<file path="config.mk">
export PLATFORM = sky130hd
export DESIGN_NAME = mpsoc_wb_gpio_arbiter
export DESIGN_NICKNAME = d
export VERILOG_FILES = /design/src/rtl/mpsoc_wb_gpio_arbiter.sv
export SDC_FILE = /design/constraint.sdc
export NUM_CORES = 1
export LEC_CHECK = 0
export CORE_AREA = 2 2 121 123
export DETAILED_ROUTE_END_ITERATION = 6
export DIE_AREA = 0 0 123 125
export SETUP_SLACK_MARGIN = 0.3
export SYNTH_ARGS = -nofsm -noshare
export SYNTH_HDL_FRONTEND = slang
export SYNTH_SLANG_ARGS = --single-unit
</file>
<file path="constraint.sdc">
create_clock -name wb_clk_i -period 2.4 [get_ports wb_clk_i]
set_input_delay 0.48 -clock wb_clk_i [delete_from_list [all_inputs] [get_ports wb_clk_i]]
set_output_delay 0.48 -clock wb_clk_i [all_outputs]
set_load 0.1 [all_outputs]
</file>
<file path="src/rtl/mpsoc_wb_gpio_arbiter.sv">
// rtl/mpsoc_wb_gpio_arbiter.sv - round-robin Wishbone arbiter in front of one mpsoc_wb_gpio slave port
// Grant is held for a whole cyc; a per-grant watchdog aborts transfers the slave never terminates.
module mpsoc_wb_gpio_arbiter #(
    parameter int NUM_MASTERS   = 4,
    parameter int WB_DATA_WIDTH = 32,
    parameter int WB_ADDR_WIDTH = 8,
    parameter int TIMEOUT       = 15
) (
    input  logic                                   wb_clk_i,
    input  logic                                   wb_rst_i,
    input  logic [NUM_MASTERS-1:0]                 m_cyc_i,
    input  logic [NUM_MASTERS-1:0]                 m_stb_i,
    input  logic [NUM_MASTERS-1:0]                 m_we_i,
    input  logic [NUM_MASTERS*WB_ADDR_WIDTH-1:0]   m_adr_i,
    input  logic [NUM_MASTERS*WB_DATA_WIDTH-1:0]   m_dat_i,
    input  logic [NUM_MASTERS*4-1:0]               m_sel_i,
    output logic [WB_DATA_WIDTH-1:0]               m_dat_o,
    output logic [NUM_MASTERS-1:0]                 m_ack_o,
    output logic [NUM_MASTERS-1:0]                 m_err_o,
    output logic                                   s_cyc_o,
    output logic                                   s_stb_o,
    output logic                                   s_we_o,
    output logic [WB_ADDR_WIDTH-1:0]               s_adr_o,
    output logic [WB_DATA_WIDTH-1:0]               s_dat_o,
    output logic [3:0]                             s_sel_o,
    input  logic [WB_DATA_WIDTH-1:0]               s_dat_i,
    input  logic                                   s_ack_i,
    input  logic                                   s_err_i,
    output logic [NUM_MASTERS-1:0]                 grant_o,
    output logic                                   busy_o
);

    localparam int OW    = $clog2(NUM_MASTERS);
    localparam int WDT_W = (TIMEOUT > 0) ? $clog2(TIMEOUT + 1) : 1;
    localparam logic [WDT_W-1:0] WDT_LAST = (TIMEOUT > 0) ? WDT_W'(TIMEOUT - 1) : '0;

    typedef enum logic [1:0] {
        IDLE  = 2'd0,
        OWN   = 2'd1,
        ABORT = 2'd2
    } state_t;

    state_t                  state, state_n;
    logic [NUM_MASTERS-1:0]  grant_n;
    logic [OW-1:0]           last, last_n;
    logic [WDT_W-1:0]        wdt, wdt_n;
    logic [OW-1:0]           cand;
    logic [OW-1:0]           pick;
    logic                    found;
    logic                    own_cyc;
    logic                    stalled;

    // In OWN, last doubles as the index of the granted master.
    always_ff @(posedge wb_clk_i or posedge wb_rst_i) begin
        if (wb_rst_i) begin
            state   <= IDLE;
            grant_o <= '0;
            last    <= OW'(NUM_MASTERS - 1);
            wdt     <= '0;
        end else begin
            state   <= state_n;
            grant_o <= grant_n;
            last    <= last_n;
            wdt     <= wdt_n;
        end
    end

    always_comb begin
        state_n = state;
        grant_n = grant_o;
        last_n  = last;
        wdt_n   = wdt;
        cand    = '0;
        pick    = last;
        found   = 1'b0;
        own_cyc = 1'b0;
        stalled = 1'b0;
        s_cyc_o = 1'b0;
        s_stb_o = 1'b0;
        s_we_o  = 1'b0;
        s_adr_o = '0;
        s_dat_o = '0;
        s_sel_o = '0;
        m_ack_o = '0;
        m_err_o = '0;

        case (state)
            IDLE: begin
                // Search starts one past the previous owner, giving strict rotation.
                for (int i = 1; i <= NUM_MASTERS; i++) begin
                    cand = OW'((int'(last) + i) % NUM_MASTERS);
                    if (!found && m_cyc_i[cand]) begin
                        found = 1'b1;
                        pick  = cand;
                    end
                end
                wdt_n = '0;
                if (found) begin
                    grant_n       = '0;
                    grant_n[pick] = 1'b1;
                    last_n        = pick;
                    state_n       = OWN;
                end
            end

            OWN: begin
                own_cyc = m_cyc_i[last];
                s_cyc_o = own_cyc;
                s_stb_o = m_stb_i[last] & own_cyc;
                s_we_o  = m_we_i[last];
                s_adr_o = m_adr_i[last*WB_ADDR_WIDTH +: WB_ADDR_WIDTH];
                s_dat_o = m_dat_i[last*WB_DATA_WIDTH +: WB_DATA_WIDTH];
                s_sel_o = m_sel_i[last*4 +: 4];
                // Terminations arriving after the owner dropped cyc are discarded.
                m_ack_o[last] = s_ack_i & own_cyc;
                m_err_o[last] = s_err_i & own_cyc;
                stalled = s_stb_o & ~s_ack_i & ~s_err_i;

                if (!own_cyc) begin
                    state_n = IDLE;
                    grant_n = '0;
                    wdt_n   = '0;
                end else if (stalled && (TIMEOUT > 0)) begin
                    if (wdt == WDT_LAST) begin
                        m_err_o[last] = 1'b1;
                        state_n       = ABORT;
                        grant_n       = '0;
                        wdt_n         = '0;
                    end else begin
                        wdt_n = wdt + 1'b1;
                    end
                end else begin
                    wdt_n = '0;
                end
            end

            ABORT: begin
                state_n = IDLE;
                grant_n = '0;
                wdt_n   = '0;
            end

            default: begin
                state_n = IDLE;
                grant_n = '0;
                wdt_n   = '0;
            end
        endcase
    end

    assign m_dat_o = s_dat_i;
    assign busy_o  = (state != IDLE);

endmodule
</file>
==> results.txt <==
status: finished, violations left
failing checks: setup timing
Gate Count Post-Synth: 249
RSZ-0062 raised after global routing: yes
asr flop ratio synth: 100%
Final Setup Violations: 55
Synth area leader: mux4_2
drt initial violations: 166
proportion of layout cells with a drive suffix above 1: 47.0%
Inst Count DP: 647
Crit path max-delay family: flip-flops
post-layout min period: 2.60 ns
Setup CP Type: flip-flop to output port
total routed wirelength: 13100 µm
worst rel slew slack: 68.5%
static leakage: 2.59 nW
Tot GR Track Use: 14.6%
GP Congestion: 0.909
routed len/inst: 19.6 µm
met2 Usage GRT: 27.2%
setup slack after layout: -0.195 ns
synthesized area: 2610 µm²
Buffers on Ports: 251
H-tree levels: 1
Seq/Total Area, Yosys: 11.6%
Layout Skew: 0.00424 ns
maximum VDD drop: 0.759 mV
post-synth top area share: 40.5%
crit path DAT: 2.12 ns
pwr dens: 1640 nW/µm²
later-pin clock latency in the skew report: 0.24 ns
critical path peak fanout: 6
total CTS buffers: 3
top_reg_cell synth: dfrtp_1
total vias in the final route: 3068
most common cell in the synthesized netlist: nor2b_1
crit path cell chain: mux4_2 > nand2b_4 > nor2_4 > nor2_4 > nor2_4 > and2_4 > buf_12
Area after DPL: 6080 µm²
clk root buf: clkbuf_16
# nets final: 716
Avg Cell Area, Syn: 10.5 µm²
final cell count without fillers: 669
row count: 44
top cells by area, synth: mux4_2, nor2b_1, buf_4, dfrtp_1, ha_1
Slew Limit Fails: 0
number of inserted diodes: 0
CTS tree: built
crit path buf inv count: 1
Yosys cell types: 45
via-per-instance ratio: 4.59
antenna-violating nets left: 0
CP Launch Type: flip-flop
Die Ht: 125 µm
Syn-to-layout area delta: 152%
Final HPWL DP: 10100 µm
GR met3 Demand/Resource: 2.78%
cts hold-fix bufs: 0
Num Clock Sinks: 12
Fmax: 385 MHz
worst hold path type: flip-flop to flip-flop
Chip Width: 123 µm
residual DRC count: 0
Clock Tree Buf Depth: 2
Fill cells: 1265
Mapped Nets: 479
CP required: 1.92 ns
crit end category: output port
Slew @ Worst Pin: 0.473 ns
Max stage delay on crit path: 0.66 ns
Post-synth EDFFs: 0
Starting Density: 18.4%
Clock transition at path regs: 0.04 ns
DRT Pass-1 Iters: 4
first-pass GRT wire length: 17900 µm
initial antenna violation count: 0
core box area: 14200 µm²
synth warn: 0
Tot Pwr: 0.0108 W
# IOs: 316
GRT met1 Usage: 17.9%
commonest cells in the synthesized netlist: nor2b_1, mux4_2, buf_4
Max Cap Violations: 0
Top Usage Layer GRT: met2
Worst path most repeated cell: nor2_4
vias in the first global route: 3209
Yosys reg bits: 12
crit path max-delay cell type: dfstp_4
TNS Setup: -7.10 ns
final period utilization: 108%
global route overflow: 0
Die ar.: 15400 µm²
pin count of the biggest net entering global routing: 30
Hold Violations, Final: 0
design area: 6590 µm²
pre-CTS WS: -0.0781 ns
## power breakdown
group	internal [W]	total [W]	switching (W)
sequential	0.000274	0.000358	0.0000839
clock	0.000251	0.000335	0.0000835
combinational	0.00429	0.0101	0.00584
total	0.00482	0.0108	0.00601
## state kept, by name (all words and copies together), names as in the netlist
| name | count |
|---|---|
| state | 2 |
| last | 2 |
| wdt | 4 |
| grant_o | 4 |
## worst reg2reg max path, stage by stage, from the launching register on
cell     delay, ns
dfstp_4       0.66
buf_12        0.15
buf_12        0.14
buf_8         0.12
inv_8         0.04
buf_6         0.10
a32oi_2       0.19
a21oi_2       0.09
o31ai_4       0.28
buf_4         0.16
o21ai_4       0.06
a22o_1        0.20
## per-stage QoR
step	hold slack [ns]	utilization, %
after global placement	0.470	42.8
after global routing	0.503	46.4
final	0.494	46.4
after CTS	0.495	43.8
after floorplan	0.343	-
after detailed placement	0.486	42.8
## worst paths after layout
path / startpoint / end / slack [ns] / depth (start not counted)
max reg2reg: last[0]$_DFFE_PP1P_ / grant_o[3]$_DFFE_PP0P_ / 0.09 / 11
max: last[0]$_DFFE_PP1P_ / m_err_o[1] / -0.20 / 7
min: wdt[0]$_DFF_PP0_ / wdt[0]$_DFF_PP0_ / 0.49 / 1
max in group asynchronous: wb_rst_i / last[1]$_DFFE_PP1P_ / 1.51 / 2
min in group asynchronous: wb_rst_i / grant_o[2]$_DFFE_PP0P_ / 0.55 / 2
min reg2reg: wdt[0]$_DFF_PP0_ / wdt[0]$_DFF_PP0_ / 0.49 / 1
## per-layer routing
layer / routed length [µm] / up-vias
li1: - / 1368
met1: 4860 / 1535
met2: 6990 / 153
met3: 1230 / 12
met4: 63 / 0
met5: 0 / -
## cell type report
cell class	instances	area (µm²)	share of cell area, %
clock buffers	4	88.8	1.35
multi-input cells	178	2440	37.1
well taps	184	230	3.49
repair buffers	285	3480	52.9
inverters	6	37.5	0.569
flip-flops and latches	12	307	4.65
## cell usage in the layout (no fill, tap or decap), drive strengths merged, types with 2 or more instances in the layout
cell / count
a21oi: 3
a22o: 2
a31oi: 3
and2: 5
and3: 4
buf: 90
clkbuf: 8
clkdlybuf4s50: 191
dfrtp: 10
dfstp: 2
ha: 6
inv: 6
mux4: 47
nand2: 7
nand2b: 4
nand3: 3
nor2: 15
nor2b: 48
o21ai: 7
o22a: 2
o2bb2ai: 2
o31ai: 2
or2: 2
or3: 2
## cells by family (layout without fill, tap and decap cells)
family | Yosys count | after routing | share of synthesized area [%]
AOI/OAI and AO/OA | 30 | 30 | 8.81
buffers and inverters | 59 | 295 | 15.1
adders and majority gates | 6 | 6 | 2.87
muxes | 48 | 48 | 40.9
xor gates and xnor gates | 2 | 2 | 0.671
and+or+nand+nor | 92 | 92 | 20.0
DFF | 12 | 12 | 11.6
## what timing repair did
action                                  CTS  global route
endpoints found under the setup margin   61            61
cloned                                    0             5
setup buffers                             2            11
pin swaps                                 0            15
gates resized for setup                   6            36
(Power assumes the default switching activity.)
